File: src/rtl/kbd_ctrl_pkg.sv
// Shared constants and types for the keyboard transport controller:
// ASCII command codes, transport states and the one-hot command vector.
package kbd_ctrl_pkg;

  localparam logic [7:0] KEY_E = 8'h65;  // play / resume
  localparam logic [7:0] KEY_D = 8'h64;  // pause
  localparam logic [7:0] KEY_B = 8'h62;  // backward
  localparam logic [7:0] KEY_F = 8'h66;  // forward
  localparam logic [7:0] KEY_R = 8'h72;  // restart
  localparam logic [7:0] KEY_U = 8'h75;  // faster
  localparam logic [7:0] KEY_S = 8'h73;  // slower
  localparam logic [7:0] KEY_N = 8'h6E;  // normal speed
  localparam logic [7:0] KEY_O = 8'h6F;  // toggle loop

  typedef enum logic [1:0] {
    ST_IDLE    = 2'd0,
    ST_PLAY    = 2'd1,
    ST_PAUSE   = 2'd2,
    ST_RESTART = 2'd3
  } state_e;

  localparam int CMD_N       = 9;
  localparam int CMD_PLAY    = 0;
  localparam int CMD_PAUSE   = 1;
  localparam int CMD_BACK    = 2;
  localparam int CMD_FWD     = 3;
  localparam int CMD_RESTART = 4;
  localparam int CMD_FASTER  = 5;
  localparam int CMD_SLOWER  = 6;
  localparam int CMD_NORMAL  = 7;
  localparam int CMD_LOOP    = 8;

  typedef logic [CMD_N-1:0] cmd_t;

endpackage

File: src/rtl/kbd_transport_ctrl_if.sv
// Keyboard-side inputs and address-FSM/rate-divider outputs of the transport
// controller, bundled as one interface.
interface kbd_transport_ctrl_if #(
  parameter int SPEED_W = 32
);
  logic               kbd_data_ready;
  logic [7:0]         key;
  logic               finish;
  logic               end_of_song;
  logic               start;
  logic               restart;
  logic               FWD;
  logic               loop_en;
  logic [SPEED_W-1:0] speed_div;
  logic               key_ack;
  logic               restart_to;

  modport master (
    output kbd_data_ready, key, finish, end_of_song,
    input  start, restart, FWD, loop_en, speed_div, key_ack, restart_to
  );

  modport slave (
    input  kbd_data_ready, key, finish, end_of_song,
    output start, restart, FWD, loop_en, speed_div, key_ack, restart_to
  );
endinterface

File: src/rtl/kbd_cmd_decode.sv
// Combinational key decoder: folds upper-case letters to lower case and maps
// the result onto a one-hot command vector.
module kbd_cmd_decode
  import kbd_ctrl_pkg::*;
(
  input  logic [7:0] key,
  output cmd_t       cmd,
  output logic       cmd_vld
);

  logic [7:0] key_lc;

  always_comb begin
    key_lc = key;
    if ((key >= 8'h41) && (key <= 8'h5A)) key_lc = key | 8'h20;
    cmd = '0;
    case (key_lc)
      KEY_E:   cmd[CMD_PLAY]    = 1'b1;
      KEY_D:   cmd[CMD_PAUSE]   = 1'b1;
      KEY_B:   cmd[CMD_BACK]    = 1'b1;
      KEY_F:   cmd[CMD_FWD]     = 1'b1;
      KEY_R:   cmd[CMD_RESTART] = 1'b1;
      KEY_U:   cmd[CMD_FASTER]  = 1'b1;
      KEY_S:   cmd[CMD_SLOWER]  = 1'b1;
      KEY_N:   cmd[CMD_NORMAL]  = 1'b1;
      KEY_O:   cmd[CMD_LOOP]    = 1'b1;
      default: cmd = '0;
    endcase
    cmd_vld = |cmd;
  end

endmodule

File: src/rtl/kbd_transport_ctrl.sv
// Keyboard transport controller: key edge detect, transport FSM, playback
// rate and loop registers, and the restart watchdog.
module kbd_transport_ctrl
  import kbd_ctrl_pkg::*;
#(
  parameter int                 SPEED_W       = 32,
  parameter logic [SPEED_W-1:0] SPEED_DEFAULT = 32'd1136,
  parameter logic [SPEED_W-1:0] SPEED_STEP    = 32'd64,
  parameter logic [SPEED_W-1:0] SPEED_MIN     = 32'd256,
  parameter logic [SPEED_W-1:0] SPEED_MAX     = 32'd8192,
  parameter int                 TO_W          = 16,
  parameter logic [TO_W-1:0]    RESTART_TO    = 16'd1024
) (
  input logic                 clk,
  input logic                 reset,
  kbd_transport_ctrl_if.slave bus
);

  localparam logic [1:0] IDLE    = ST_IDLE;
  localparam logic [1:0] PLAY    = ST_PLAY;
  localparam logic [1:0] PAUSE   = ST_PAUSE;
  localparam logic [1:0] RESTART = ST_RESTART;

  logic [1:0]         state, state_nx;
  logic               dir, dir_nx;
  logic               loop_en;
  logic [SPEED_W-1:0] speed_div;
  logic [TO_W-1:0]    wd;
  logic               rdy_p1, armed;
  logic               key_ack, restart_to, to_fire;
  logic               accept;
  cmd_t               cmd;
  logic               cmd_vld;

  function automatic logic [SPEED_W-1:0] sat_dec(input logic [SPEED_W-1:0] v);
    return (v < SPEED_MIN + SPEED_STEP) ? SPEED_MIN : v - SPEED_STEP;
  endfunction

  function automatic logic [SPEED_W-1:0] sat_inc(input logic [SPEED_W-1:0] v);
    return (v > SPEED_MAX - SPEED_STEP) ? SPEED_MAX : v + SPEED_STEP;
  endfunction

  kbd_cmd_decode u_dec (
    .key     (bus.key),
    .cmd     (cmd),
    .cmd_vld (cmd_vld)
  );

  // armed stays low after reset until ready is seen low, so a key held across reset never fires
  assign accept = bus.kbd_data_ready & ~rdy_p1 & armed;

  always_comb begin
    state_nx = state;
    dir_nx   = dir;
    to_fire  = 1'b0;
    case (state)
      IDLE: begin
        if (accept && cmd[CMD_PLAY]) begin
          state_nx = PLAY;
          dir_nx   = 1'b1;
        end else if (accept && cmd[CMD_BACK]) begin
          state_nx = PLAY;
          dir_nx   = 1'b0;
        end
      end
      PLAY: begin
        // end of song takes priority and swallows any transport key of the same cycle
        if (bus.end_of_song) begin
          state_nx = loop_en ? RESTART : PAUSE;
        end else if (accept) begin
          if (cmd[CMD_PAUSE])   state_nx = PAUSE;
          if (cmd[CMD_RESTART]) state_nx = RESTART;
          if (cmd[CMD_BACK])    dir_nx   = 1'b0;
          if (cmd[CMD_FWD])     dir_nx   = 1'b1;
        end
      end
      PAUSE: begin
        if (accept) begin
          if (cmd[CMD_PLAY])    state_nx = PLAY;
          if (cmd[CMD_RESTART]) state_nx = RESTART;
          if (cmd[CMD_BACK])    dir_nx   = 1'b0;
          if (cmd[CMD_FWD])     dir_nx   = 1'b1;
        end
      end
      RESTART: begin
        if (bus.finish) begin
          state_nx = PLAY;
        end else if (wd == RESTART_TO - 1'b1) begin
          state_nx = PLAY;
          to_fire  = 1'b1;
        end
      end
      default: state_nx = IDLE;
    endcase
  end

  always_ff @(posedge clk or posedge reset) begin
    if (reset) begin
      state      <= IDLE;
      dir        <= 1'b0;
      loop_en    <= 1'b0;
      speed_div  <= SPEED_DEFAULT;
      wd         <= '0;
      rdy_p1     <= 1'b0;
      armed      <= 1'b0;
      key_ack    <= 1'b0;
      restart_to <= 1'b0;
    end else begin
      rdy_p1     <= bus.kbd_data_ready;
      if (!bus.kbd_data_ready) armed <= 1'b1;
      state      <= state_nx;
      dir        <= dir_nx;
      key_ack    <= accept & cmd_vld;
      restart_to <= to_fire;
      wd         <= (state == RESTART && state_nx == RESTART) ? wd + 1'b1 : '0;
      if (accept) begin
        if (cmd[CMD_FASTER])      speed_div <= sat_dec(speed_div);
        else if (cmd[CMD_SLOWER]) speed_div <= sat_inc(speed_div);
        else if (cmd[CMD_NORMAL]) speed_div <= SPEED_DEFAULT;
        if (cmd[CMD_LOOP]) loop_en <= ~loop_en;
      end
    end
  end

  assign bus.start      = (state == PLAY) || (state == RESTART);
  assign bus.restart    = (state == RESTART);
  assign bus.FWD        = dir;
  assign bus.loop_en    = loop_en;
  assign bus.speed_div  = speed_div;
  assign bus.key_ack    = key_ack;
  assign bus.restart_to = restart_to;

endmodule

File: src/flat_wrapper.sv
// flat-port wrapper written by rule: the top's interface ports become plain ports
module kbd_transport_ctrl_flat import kbd_ctrl_pkg::*;
#(
  parameter int                 SPEED_W       = 32,
  parameter logic [SPEED_W-1:0] SPEED_DEFAULT = 32'd1136,
  parameter logic [SPEED_W-1:0] SPEED_STEP    = 32'd64,
  parameter logic [SPEED_W-1:0] SPEED_MIN     = 32'd256,
  parameter logic [SPEED_W-1:0] SPEED_MAX     = 32'd8192,
  parameter int                 TO_W          = 16,
  parameter logic [TO_W-1:0]    RESTART_TO    = 16'd1024
)
  (clk, reset, bus_kbd_data_ready, bus_key, bus_finish, bus_end_of_song, bus_start, bus_restart, bus_FWD, bus_loop_en, bus_speed_div, bus_key_ack, bus_restart_to);
  kbd_transport_ctrl_if #(.SPEED_W(SPEED_W)) bus_i ();
  input logic clk;
  input logic reset;
  input wire logic [$bits(bus_i.kbd_data_ready)-1:0] bus_kbd_data_ready;
  input wire logic [$bits(bus_i.key)-1:0] bus_key;
  input wire logic [$bits(bus_i.finish)-1:0] bus_finish;
  input wire logic [$bits(bus_i.end_of_song)-1:0] bus_end_of_song;
  output wire logic [$bits(bus_i.start)-1:0] bus_start;
  output wire logic [$bits(bus_i.restart)-1:0] bus_restart;
  output wire logic [$bits(bus_i.FWD)-1:0] bus_FWD;
  output wire logic [$bits(bus_i.loop_en)-1:0] bus_loop_en;
  output wire logic [$bits(bus_i.speed_div)-1:0] bus_speed_div;
  output wire logic [$bits(bus_i.key_ack)-1:0] bus_key_ack;
  output wire logic [$bits(bus_i.restart_to)-1:0] bus_restart_to;
  assign bus_i.kbd_data_ready = bus_kbd_data_ready;
  assign bus_i.key = bus_key;
  assign bus_i.finish = bus_finish;
  assign bus_i.end_of_song = bus_end_of_song;
  assign bus_start = bus_i.start;
  assign bus_restart = bus_i.restart;
  assign bus_FWD = bus_i.FWD;
  assign bus_loop_en = bus_i.loop_en;
  assign bus_speed_div = bus_i.speed_div;
  assign bus_key_ack = bus_i.key_ack;
  assign bus_restart_to = bus_i.restart_to;
  kbd_transport_ctrl #(.SPEED_W(SPEED_W), .SPEED_DEFAULT(SPEED_DEFAULT), .SPEED_STEP(SPEED_STEP), .SPEED_MIN(SPEED_MIN), .SPEED_MAX(SPEED_MAX), .TO_W(TO_W), .RESTART_TO(RESTART_TO)) u_core (.clk(clk), .reset(reset), .bus(bus_i));
endmodule
File: config.mk
export PLATFORM = sky130hd
export DESIGN_NAME = kbd_transport_ctrl_flat
export DESIGN_NICKNAME = d
export VERILOG_FILES = /design/src/rtl/kbd_ctrl_pkg.sv /design/src/rtl/kbd_transport_ctrl_if.sv /design/src/rtl/kbd_cmd_decode.sv /design/src/rtl/kbd_transport_ctrl.sv /design/src/flat_wrapper.sv
export SDC_FILE = /design/constraint.sdc
export NUM_CORES = 1
export LEC_CHECK = 0
export ABC_AREA = 0
export BUFFER_PORTS_ARGS = -buffer_cell sky130_fd_sc_hd__buf_2
export CELL_PAD_IN_SITES_DETAIL_PLACEMENT = 0
export CELL_PAD_IN_SITES_GLOBAL_PLACEMENT = 1
export CORE_ASPECT_RATIO = 1.5
export CORE_MARGIN = 4
export CORE_UTILIZATION = 46
export DETAILED_ROUTE_END_ITERATION = 12
export PLACE_DENSITY_LB_ADDON = 0.1
export SYNTH_ARGS = -nofsm -noshare
export SYNTH_HDL_FRONTEND = slang
export SYNTH_HIERARCHICAL = 1
export SYNTH_SLANG_ARGS = --single-unit
File: constraint.sdc
create_clock -name clk -period 3.3 [get_ports clk]
set_input_delay 0 -clock clk [delete_from_list [all_inputs] [get_ports clk]]
set_output_delay 0 -clock clk [all_outputs]
set_load 0.01 [all_outputs]
======== After elaboration in Yosys (flattened, before gate mapping) ========
Index checks and enable logic that the tools add are counted.
operators by class
  $add $sub $neg .......................... 3
  $mul .................................... 0
  divide/modulo/power cells ............... 0
  $lt $le $gt $ge ......................... 4
  equal/unequal tests ..................... 16
  shift-type cells ........................ 0
  muxes and demuxes ....................... 39
  bitwise gates (word level) .............. 5
  reduce and logical (&&, ||, !) cells .... 12
operator list
  kind                   count
  $mux 32                5
  $eq 8x7->1 const B     9
  $add 32x7->32 const B  1
  $gt 32x13->1 const B   1
  $lt 32x9->1 const B    1
  $sub 32x7->32 const B  1
  $mux 2                 11
  $mux 1                 19
  $add 16x1->16 const B  1
  $eq 16x10->1 const B   1
  $mux 16                1
  $reduce_or 9->1        1
  $ge 8x7->1 const B     1
  $le 8x7->1 const B     1
  $pmux 2 s4             1
  $eq 2x2->1 const B     3
  $mux 6                 1
  $reduce_bool 3->1      2
  $logic_and 1x1->1      4
  $reduce_and 2->1       2
  $and 1x1->1            3
  $ne 3x1->1 const B     1
  $pmux 1 s3             1
  $reduce_and 3->1       1
  5 further kinds        6
word-level totals
  register bits ........................... 56
  bits in latches ......................... 0
  RAM bits ................................ 0
  memory bits (read-only) ................. 0
  logic and storage cells ................. 88
  memories ................................ 0

======== Depth between registers and ports, before layout ========
Gate-level depths: netlist (run 1).
  depth after elaboration ................. 13
  mapped depth ............................ 11
  gate-level depth less buffers ........... 9

======== Modules after synthesis ========
The synthesis (run 1) kept the hierarchy.
by module, submodules not included
  module              times used  cells an instance  area an instance (um2)  sequential area each (um2)
  kbd_transport_ctrl  1           346                2977.9                  1280.0
  kbd_cmd_decode      1           25                 153.9                   0.0

======== Worst setup path after synthesis (run 1) ========
OpenSTA, ideal clock, no wires.
  kind .................................... register to register
  start point ............................. reg u_core.speed_div[22], in the netlist u_core/bus.speed_div[22]
  end point ............................... reg u_core.speed_div[13], in the netlist u_core/bus.speed_div[13]
  setup time .............................. 126 ps
  data arrival time ....................... 2202 ps
  required time ........................... 3174 ps
  slack ................................... 972 ps
  stages on the path, launching flop included .. 7
  path buffers ............................ 1
  path through ............................ dfrtp_1 -> or4_4 -> or3_4 -> o41ai_4 -> buf_6 -> o21ai_2 -> a221o_1
between the ends
  word-level cells in the longest chain between the ends .. 4
ends and longest elaborated chain
  element                 RTL line                   text
  start, declared         kbd_transport_ctrl.sv:27   logic [SPEED_W-1:0] speed_div;
  start signal, assigned  kbd_transport_ctrl.sv:117  if (cmd[CMD_FASTER]) speed_div <= sat_dec(speed_div);
  start signal, assigned  kbd_transport_ctrl.sv:118  else if (cmd[CMD_SLOWER]) speed_div <= sat_inc(speed_div);
  $gt 32x13->1            kbd_transport_ctrl.sv:40   return (v > SPEED_MAX - SPEED_STEP) ? SPEED_MAX : v + SPEED_STEP;
  $mux 32                 kbd_transport_ctrl.sv:40
  $mux 32                 kbd_transport_ctrl.sv:118
  $mux 32 *               kbd_transport_ctrl.sv:117
Mark *: on every way between the ends. The rest lies on a longest branch, timed or not.
A chain may end at the register's enable or synchronous reset.

======== Final worst setup path (run 1) ========
  start point ............................. reg u_core.speed_div[6], in the netlist u_core/bus.speed_div[6]
  end point ............................... reg u_core.speed_div[27], in the netlist u_core/bus.speed_div[27]
between the ends
  word-level cells in the longest chain between the ends .. 4
ends and longest elaborated chain
  element                                               RTL line
  $add 32x7->32 / $gt 32x13->1 (equally long branches)  kbd_transport_ctrl.sv:40
  $mux 32                                               kbd_transport_ctrl.sv:40
  $mux 32                                               kbd_transport_ctrl.sv:118
  $mux 32 *                                             kbd_transport_ctrl.sv:117
Marks and branches as above.

==> run_results.csv, run 1 <==
group,metric,value,unit
status,status,"finished clean",
setup_path,cp_max_fo,9,
final_layout,finalNonFillerCells,501,
yosys,yosysSeqAreaShare,40.9,%
setup_path,arrival,2910,ps
yosys,syn_area,3130,um2
yosys,synth.distinct_cells,59,
clock_network,cts_setup_buffers,0,
clock_network,htree_levels,2,
timing,period_needed,2700,ps
final_layout,nNetsFinal,444,
power,ir_drop,0.000257,V
setup_path,crit_type,"reg2reg",
grt,grt_max_degree,29,
final_layout,layout_common_cells,"nor2_1, dfrtp_1, buf_2",
grt,grt_usage,20.1,%
clock_network,cts_tree,"built",
die,core,6580,um2
clock_network,cts_made_buffers,5,
setup_path,cp-start-kind,"register",
die,std_cell_rows,36,
detailed_routing,detail_route.first_pass.iterations,4,
placement,post-dp-hpwl,5720,um
die,dieArea,8220,um2
final_layout,antenna_cells,0,
timing,finalHoldViolCount,0,
die,die_h,109,um
timing,fin_crit_sh,81.9,%
yosys,ys_warn_count,6,
timing,tightest_slew,1170,ps
placement,dp.cells,490,
setup_path,crit_path_end_kind,"register",
detailed_routing,num_vias,2880,
timing,slew_headroom,22.3,%
yosys,ys_async_sr_fraction,100,%
yosys,syn_inst,371,
flow_run,drv_cap,0,
grt,antenna_found_initial,0,
detailed_routing,routedWlPerCell,15.6,um
yosys,synth_ff_type,"dfrtp_1",
hold_path,hold_path.class,"in2reg",
timing,max_freq,370,MHz
final_layout,area_growth,13.6,%
clock_network,clockBufferDepth,2,
timing,slew_viol_final,0,
placement,gp_congestion,0.815,
timing,rsz0062_at_grt,"no",
placement,port_buffers,45,
clock_network,insertion_delay,310,ps
timing,setup_tns,0,ps
timing,finClkSkew,8.81,ps
final_layout,num-fill-cells,664,
yosys,synth_edf_count,0,
clock_network,clock-sinks,51,
clock_network,path_clk_slew,100,ps
power,leakage,1.63,nW
grt,grt_pass1_vias,2722,
final_layout,drive_gt1_share,18.6,%
power,p_per_area,379,nW/um2
grt,grt_pass1_wl,12900,um
detailed_routing,ant_nets,0,
grt,overflow,0,
die,ioPinCount,51,
timing,setup_viol,0,
yosys,ys_seq_elements,51,
final_layout,final_util,54.1,%
setup_path,cp.required,3510,ps
die,start_util,47.6,%
die,dieWidth,75.4,um
final_layout,final_common_cell,"nor2_1",
detailed_routing,drc,0,
detailed_routing,wirelength,7830,um
detailed_routing,vias_per_cell,5.75,
yosys,synth_area_per_cell,8.44,um2
clock_network,root_buffer,"clkbuf_8",
detailed_routing,drt_iter0_drc,145,
-- registers in the layout, summed over array words and instances, names as in the netlist --
register,count
u_core/armed,1
u_core/bus.restart_to,1
u_core/bus.key_ack,1
u_core/bus.loop_en,1
u_core/wd,16
u_core/rdy_p1,1
u_core/bus.FWD,1
u_core/state,2
u_core/bus.speed_div,27
-- Yosys cell counts, drive strengths merged, types with 5 or more instances --
cell	number	area [um2]
nor3	18	95.1
nor4	11	68.8
nand4	5	31.3
buf	8	65.1
nand3	14	70.1
ha	7	87.6
nor2b	5	31.3
nor2	51	194
o41ai	5	62.6
nand2b	6	37.5
and3	8	50.1
a21oi	18	90.1
nand2	43	161
inv	12	45.0
xnor2	7	61.3
xor2	10	87.6
o21ai	33	169
dfrtp	48	1200
clkbuf	6	22.5
-- worst paths after layout --
path,depth (start not counted),to,from,slack [ps]
setup reg to reg,8,u_core/bus.speed_div[27]$_DFFE_PP0P_,u_core/bus.speed_div[6]$_DFFE_PP1P_,600
min in group asynchronous,3,u_core/bus.loop_en$_DFFE_PP0P_,reset,310
max in group asynchronous,4,u_core/bus.speed_div[4]$_DFFE_PP1P_,reset,2180
setup / recovery,8,u_core/bus.speed_div[27]$_DFFE_PP0P_,u_core/bus.speed_div[6]$_DFFE_PP1P_,600
hold / removal,4,u_core/state[0]$_DFF_PP0_,bus_end_of_song,50
hold reg to reg,1,u_core/wd[0]$_DFF_PP0_,u_core/wd[0]$_DFF_PP0_,490
-- layer usage --
layer	global-route usage (%)	wire [um]	up-vias
met4	6.13	115	0
met2	33.0	3910	51
li1	-	-	1433
met1	26.9	3520	1386
met5	0	0	-
met3	2.95	284	10
-- cell families after synthesis --
| logic type | count (synthesis) | synth area share [%] |
|---|---|---|
| DFF | 51 | 40.9 |
| buffers and inverters | 26 | 4.23 |
| AOI/OAI and AO/OA | 85 | 17.6 |
| and+or+nand+nor | 184 | 29.6 |
| other | 1 | 0.120 |
| xor gates and xnor gates | 17 | 4.75 |
| adders and majority gates | 7 | 2.80 |
-- power breakdown --
| part | internal [mW] | switching, mW | leakage, nW |
|---|---|---|---|
| Combinational | 0.123 | 0.184 | 0.909 |
| Sequential | 0.652 | 0.0333 | 0.684 |
| Clock | 0.149 | 0.209 | 0.0412 |
| Total | 0.924 | 0.426 | 1.63 |
-- worst max-delay path, cell delays in order (launching register included) --
cell and delay [ps]:
dfstp_2 580, inv_1 60, ha_1 230, nor2b_1 310
o41ai_4 130, buf_4 190, nor2_1 620, nand2_1 210
o31ai_1 260
-- cell type report --
cell class,count,area [um2],share of cell area (%)
inverters,12,45.0,1.27
well taps,76,95.1,2.67
clock buffers,6,72.6,2.04
multi-input cells,297,1730,48.6
flip-flops and latches,51,1280,36.0
repair buffers,57,323,9.07
clock inverters,2,12.5,0.352
-- through the flow --
step           area, um2  setup slack (ps)  total power, mW  hold slack (ps)
2_1_floorplan       3140               972            0.913             31.4
3_3_place_gp        3440               588             1.00              106
3_5_place_dp        3440               591             1.00              116
4_1_cts             3560               595             1.38             27.1
5_1_grt             3560               355             1.44             54.3
6_report            3560               596             1.35             45.2
-- what timing repair did --
item	4_1_cts	5_1_grt
gates resized for setup	0	0
hold endpoints to repair	28	0
hold buffers	3	0
Note: power is estimated with default switching activity, not from simulation.
==> run 2, diff against run 1 <==
--- a/config.mk
+++ b/config.mk
@@ -11,7 +11,7 @@
 export CELL_PAD_IN_SITES_GLOBAL_PLACEMENT = 1
 export CORE_ASPECT_RATIO = 1.5
 export CORE_MARGIN = 4
-export CORE_UTILIZATION = 46
+export CORE_UTILIZATION = 42
 export DETAILED_ROUTE_END_ITERATION = 12
 export PLACE_DENSITY_LB_ADDON = 0.1
 export SYNTH_ARGS = -nofsm -noshare
==> constraint.sdc (replaced) <==
create_clock -name clk -period 2.6 [get_ports clk]
set_input_delay 0 -clock clk [delete_from_list [all_inputs] [get_ports clk]]
set_output_delay 0 -clock clk [all_outputs]
set_load 0.01 [all_outputs]
==> run 2 against run 1 <==
Design area up 4.3%. Sequential cell count unchanged. Clock skew up 1.1 ps. Hold slack better by 3.2 ps. Global-route usage down 0.93 points. First-iteration DRC count up 14%. Final cell count up 7.6%. Wire length up 2.4%. Sequential share of layout area down 1.5 points.
==> run_results.csv, run 2 (synthesized netlist as in run 1, its figures left out) <==
group,metric,value,unit
die,start_util,43.3,%
final_layout,final_common_cell,"nor2_1",
power,p_per_area,471,nW/um2
die,dieWidth,78.5,um
final_layout,top_register,"u_core/bus.speed_div",
clock_network,clock-sinks,51,
detailed_routing,vias_per_cell,5.47,
timing,tightest_slew,712,ps
status,status,"finished clean",
setup_path,arrival,2660,ps
final_layout,layout_common_cells,"nor2_1, dfrtp_1, buf_2",
clock_network,insertion_delay,320,ps
die,core,7230,um2
hold_path,holdPathEnd,"u_core/state[0]$_DFF_PP0_",
setup_path,cp.required,2800,ps
grt,antenna_found_initial,0,
die,dieArea,8930,um2
hold_path,hold_path.class,"in2reg",
placement,port_buffers,45,
final_layout,area_growth,18.5,%
die,ioPinCount,51,
grt,grt_pass1_wl,13900,um
timing,setup_viol,0,
setup_path,crit-reg2reg-launch,"u_core/bus.speed_div[28]$_DFFE_PP0P_",
setup_path,path_cells,"or4_4, or3_4, o41ai_4, buf_4, o21ai_2, a221o_1",
placement,place_ws,-107,ps
setup_path,regToRegSetupSlack,150,ps
clock_network,cts_setup_buffers,0,
final_layout,drive_gt1_share,21.9,%
power,ir_drop,0.000374,V
final_layout,layout.area.seq,1280,um2
grt,grt_pass1_vias,2941,
detailed_routing,drt_iter0_drc,165,
placement,post-dp-hpwl,5860,um
final_layout,nNetsFinal,458,
clock_network,htree_levels,2,
detailed_routing,wl_met1,3640,um
timing,rsz0062_at_grt,"no",
power,internal_power,1.18,mW
final_layout,largest_register_ff_count,27,
placement,dpl_cell_area,3580,um2
final_layout,finalNonFillerCells,539,
clock_network,cts_made_buffers,5,
setup_path,r2r_end,"u_core/bus.speed_div[13]$_DFFE_PP0P_",
clock_network,cts_tree,"built",
detailed_routing,num_vias,2948,
setup_path,cp-start-kind,"register",
detailed_routing,routedWlPerCell,14.9,um
timing,slew_viol_final,0,
power,swShare,32.3,%
final_layout,num-fill-cells,759,
setup_path,reg2reg_depth,6,
timing,finClkSkew,9.89,ps
setup_path,cp_num_buf_inv,1,
setup_path,crit_path_end_kind,"register",
power,leakage,1.70,nW
die,die_h,114,um
grt,grt_max_degree,52,
power,combPwrFrac,22.9,%
grt,overflow,0,
hold_path,whs_path_depth,4,
setup_path,path_delay_family,"simple AND/OR/NAND/NOR gates",
power,p_switching,565,uW
power,p_seq_share,49.7,%
clock_network,path_clk_slew,100,ps
detailed_routing,top_layer,"met4",
final_layout,antenna_cells,0,
final_layout,largestRegisters,"u_core/bus.speed_div (27), u_core/wd (16), u_core/state (2)",
hold_path,min_from,"bus_end_of_song",
power,clkPwrFrac,27.4,%
die,std_cell_rows,38,
final_layout,multi_input_area,1740,um2
setup_path,cp_slowest_cell,"or4_4",
clock_network,clockBufferDepth,2,
timing,slew_headroom,52.5,%
timing,fin_ws,145,ps
setup_path,crit_type,"reg2reg",
timing,fin_crit_sh,94.4,%
detailed_routing,detail_route.first_pass.iterations,4,
timing,period_needed,2450,ps
grt,grt_usage,19.2,%
timing,finalHoldViolCount,0,
detailed_routing,drc,0,
flow_run,drv_cap,0,
final_layout,stdcell_area,3710,um2
detailed_routing,wl_met3,284,um
timing,max_freq,407,MHz
clock_network,root_buffer,"clkbuf_8",
detailed_routing,ant_nets,0,
placement,gp_congestion,0.828,
setup_path,slowest_delay,560,ps
timing,hold_ws,48.4,ps
detailed_routing,wirelength,8020,um
placement,dp.cells,528,
detailed_routing,wl_met2,4050,um
setup_path,cp_max_fo,5,
-- run 2: changes by cell type in the layout (fill, tap and decap cells not counted), sizes merged --
cell / delta
buf: +14
clkinv: -1
inv: +1
-- run 2: cell type report --
class | instances | area share, %
sequential | 51 | 34.5
inverter | 12 | 1.21
clock buffer | 6 | 1.96
clock inverter | 2 | 0.438
tap | 100 | 3.37
multi-input combinational | 297 | 47.0
timing repair buffer | 71 | 11.5
-- run 2: how the worst max path moves through the flow --
stage	from	to	cells past startpoint	slack (ps)
after floorplan	u_core/bus.speed_div[22]$_DFFE_PP0P_	u_core/bus.speed_div[13]$_DFFE_PP0P_	6	270
after global placement	bus_key[7]	u_core/wd[3]$_DFF_PP0_	9	20
after detailed placement	bus_key[7]	u_core/wd[12]$_DFF_PP0_	9	-110
after CTS	u_core/wd[0]$_DFF_PP0_	u_core/wd[13]$_DFF_PP0_	7	50
after global routing	u_core/bus.speed_div[28]$_DFFE_PP0P_	u_core/bus.speed_div[29]$_DFFE_PP0P_	7	40
final	u_core/bus.speed_div[28]$_DFFE_PP0P_	u_core/bus.speed_div[13]$_DFFE_PP0P_	6	150
-- run 2: power groups by stage --
stage	Combinational [mW]	Clock, mW	Sequential, mW
2_1_floorplan	0.275	0	0.884
3_5_place_dp	0.392	0	0.887
3_3_place_gp	0.391	0	0.884
4_1_cts	0.400	0.503	0.870
6_report	0.401	0.479	0.870
5_1_grt	0.451	0.539	0.878
-- run 2: routing by layer --
layer	vias up	global-route usage, %
met5	-	0
met4	0	5.37
met3	2	3.24
met2	60	32.7
met1	1430	24.9
li1	1456	-
-- run 2: stage by stage --
stage          utilization, %  total power [mW]  setup TNS [ps]
3_5_place_dp             49.5              1.28           -1360
4_1_cts                  51.2              1.77               0
6_report                 51.3              1.75               0
3_3_place_gp             49.5              1.28               0
2_1_floorplan               -              1.16               0
5_1_grt                  51.3              1.87               0
-- run 2: worst register-to-register path: cells and delay by family, from the launching register on --
kind | cells | cell delay [ps]
AO/OA/AOI/OAI | 3 | 720
buffers and inverters | 1 | 230
flip-flops | 1 | 420
AND/OR/NAND/NOR | 2 | 980
-- run 2: timing repair --
item | CTS | global route
hold buffers | 3 | 0
setup endpoints to repair | 0 | 39
endpoints found under the hold margin | 51 | 0
gates resized for setup | 0 | 3
==> run 3, diff against run 2 <==
--- a/config.mk
+++ b/config.mk
@@ -9,7 +9,6 @@
 export BUFFER_PORTS_ARGS = -buffer_cell sky130_fd_sc_hd__buf_2
 export CELL_PAD_IN_SITES_DETAIL_PLACEMENT = 0
 export CELL_PAD_IN_SITES_GLOBAL_PLACEMENT = 1
-export CORE_ASPECT_RATIO = 1.5
 export CORE_MARGIN = 4
 export CORE_UTILIZATION = 42
 export DETAILED_ROUTE_END_ITERATION = 12
==> constraint.sdc (replaced) <==
create_clock -name clk -period 2.8 [get_ports clk]
set_input_delay 0 -clock clk [delete_from_list [all_inputs] [get_ports clk]]
set_output_delay 0 -clock clk [all_outputs]
set_load 0.01 [all_outputs]
==> run 3 against run 2 <==
Die area is 0.32% lower. Final cell count fell by 0.93%. Utilization shrank 0.082 points. Combinational power shrank 8.0%. Non-clock buffer count down 4. Power rose by 4.2%. Register-to-register slack improved by 120 ps. Fmax is 3.3% lower. Setup slack improved by 120 ps. Hold slack lost 0.82 ps. Global-route usage about the same. Sequential power down 7.1%.
==> run_results.csv, run 3 (synthesized netlist as in run 1, its figures left out) <==
group,metric,value,unit
clock_network,root_buffer,"clkbuf_8",
final_layout,largest_register_ff_count,27,
detailed_routing,vias_per_cell,5.38,
setup_path,crit-reg2reg-launch,"u_core/bus.speed_div[6]$_DFFE_PP1P_",
final_layout,stdcell_area,3720,um2
timing,finalHoldViolCount,0,
timing,finClkSkew,8.13,ps
placement,port_buffers,45,
timing,setup_tns,0,ps
die,die_h,94.4,um
grt,grt_pass1_wl,13600,um
placement,post-dp-hpwl,5790,um
clock_network,clockBufferDepth,2,
setup_path,cp-start-kind,"register",
power,leakage,1.71,nW
detailed_routing,wirelength,7920,um
setup_path,timing.critical_path.to,"u_core/bus.speed_div[27]$_DFFE_PP0P_",
clock_network,cts-resized-gates,0,
setup_path,r2r_end,"u_core/bus.speed_div[27]$_DFFE_PP0P_",
setup_path,crit_start,"u_core/bus.speed_div[6]$_DFFE_PP1P_",
clock_network,insertion_delay,310,ps
final_layout,largestRegisters,"u_core/bus.speed_div (27), u_core/wd (16), u_core/state (2)",
die,core,7250,um2
placement,dp.cells,523,
final_layout,finalNonFillerCells,534,
final_layout,drive_gt1_share,20.7,%
clock_network,htree_levels,2,
grt,antenna_found_initial,0,
setup_path,slowest_delay,610,ps
detailed_routing,routedWlPerCell,14.8,um
final_layout,nNetsFinal,454,
hold_path,hold_path.class,"in2reg",
setup_path,reg2reg_depth,7,
die,start_util,43.2,%
timing,slew_viol_final,0,
setup_path,regToRegSetupSlack,260,ps
timing,fin_ws,260,ps
power,finalPower,1.82,mW
power,p_per_area,490,nW/um2
setup_path,cp.required,3030,ps
timing,max_freq,394,MHz
die,std_cell_rows,31,
placement,gp_congestion,0.868,
timing,tightest_slew,742,ps
final_layout,top_register,"u_core/bus.speed_div",
detailed_routing,wl_met1,3780,um
placement,dpl_cell_area,3550,um2
clock_network,cts_made_buffers,5,
detailed_routing,drc,0,
final_layout,layout.area.seq,1280,um2
final_layout,area_growth,18.7,%
setup_path,path_cells,"inv_1, ha_1, nor2b_1, o41ai_4, nor2_1, nand2_1, o31ai_1",
clock_network,clock-sinks,51,
timing,slew_headroom,50.3,%
timing,rsz0062_at_grt,"no",
clock_network,cts_setup_buffers,0,
die,ioPinCount,51,
setup_path,cp_slowest_cell,"nor2_1",
detailed_routing,wl_met3,305,um
setup_path,arrival,2770,ps
detailed_routing,drt_iter0_drc,146,
status,status,"finished clean",
final_layout,multi_input_area,1730,um2
die,dieWidth,94.4,um
clock_network,cts_tree,"built",
grt,grt_max_degree,28,
setup_path,crit_type,"reg2reg",
clock_network,path_clk_slew,110,ps
timing,period_needed,2540,ps
detailed_routing,detail_route.first_pass.iterations,4,
placement,place_ws,269,ps
detailed_routing,num_vias,2872,
detailed_routing,wl_met2,3770,um
final_layout,num-fill-cells,745,
die,dieArea,8900,um2
detailed_routing,top_layer,"met4",
final_layout,final_common_cell,"nor2_1",
timing,setup_viol,0,
grt,grt_pass1_vias,2789,
final_layout,layout_common_cells,"nor2_1, dfrtp_1, buf_2",
setup_path,cp_max_fo,8,
final_layout,antenna_cells,0,
flow_run,drv_cap,0,
setup_path,crit_path_end_kind,"register",
grt,grt_usage,19.2,%
detailed_routing,ant_nets,0,
grt,overflow,0,
timing,fin_crit_sh,90.7,%
power,ir_drop,0.000423,V
final_layout,final_util,51.3,%
timing,hold_ws,47.6,ps
-- run 3: worst min path at each step --
stage	cells past startpoint	slack, ps	startpoint	endpoint
after floorplan	0	30	bus_kbd_data_ready	u_core/rdy_p1$_DFF_PP0_
after global placement	2	90	reset	u_core/bus.restart_to$_DFF_PP0_
after detailed placement	2	100	reset	u_core/bus.restart_to$_DFF_PP0_
after CTS	4	30	bus_end_of_song	u_core/state[0]$_DFF_PP0_
after global routing	4	80	bus_end_of_song	u_core/state[0]$_DFF_PP0_
final	4	50	bus_end_of_song	u_core/state[0]$_DFF_PP0_
-- run 3: routing by layer --
layer	up-vias	GRT usage [%]
met4	0	4.45
met3	6	3.11
li1	1453	-
met5	-	0
met1	1351	26.4
met2	62	31.9
-- run 3: layout make-up --
| cell class | count | share of cell area, % |
|---|---|---|
| well taps | 99 | 3.33 |
| clock inverters | 3 | 1.92 |
| clock buffers | 5 | 1.85 |
| repair buffers | 67 | 10.7 |
| multi-input cells | 297 | 46.5 |
| flip-flops and latches | 51 | 34.4 |
| inverters | 12 | 1.21 |
-- run 3: critical path: cells and delay by family, from the launching register on --
kind	cells	cell delay [ps]
buffers and inverters	1	70
DFF	1	590
AOI/OAI and AO/OA	2	410
adders and majority gates	1	220
and+or+nand+nor	3	1170
-- run 3: timing repair --
action / CTS / global route
endpoints found under the hold margin: 27 / 0
hold buffers: 3 / 0
setup endpoints to repair: 0 / 0
-- run 3: where the power goes --
part,switching (mW),internal (mW)
Combinational,0.222,0.148
Sequential,0.0392,0.769
Clock,0.281,0.363
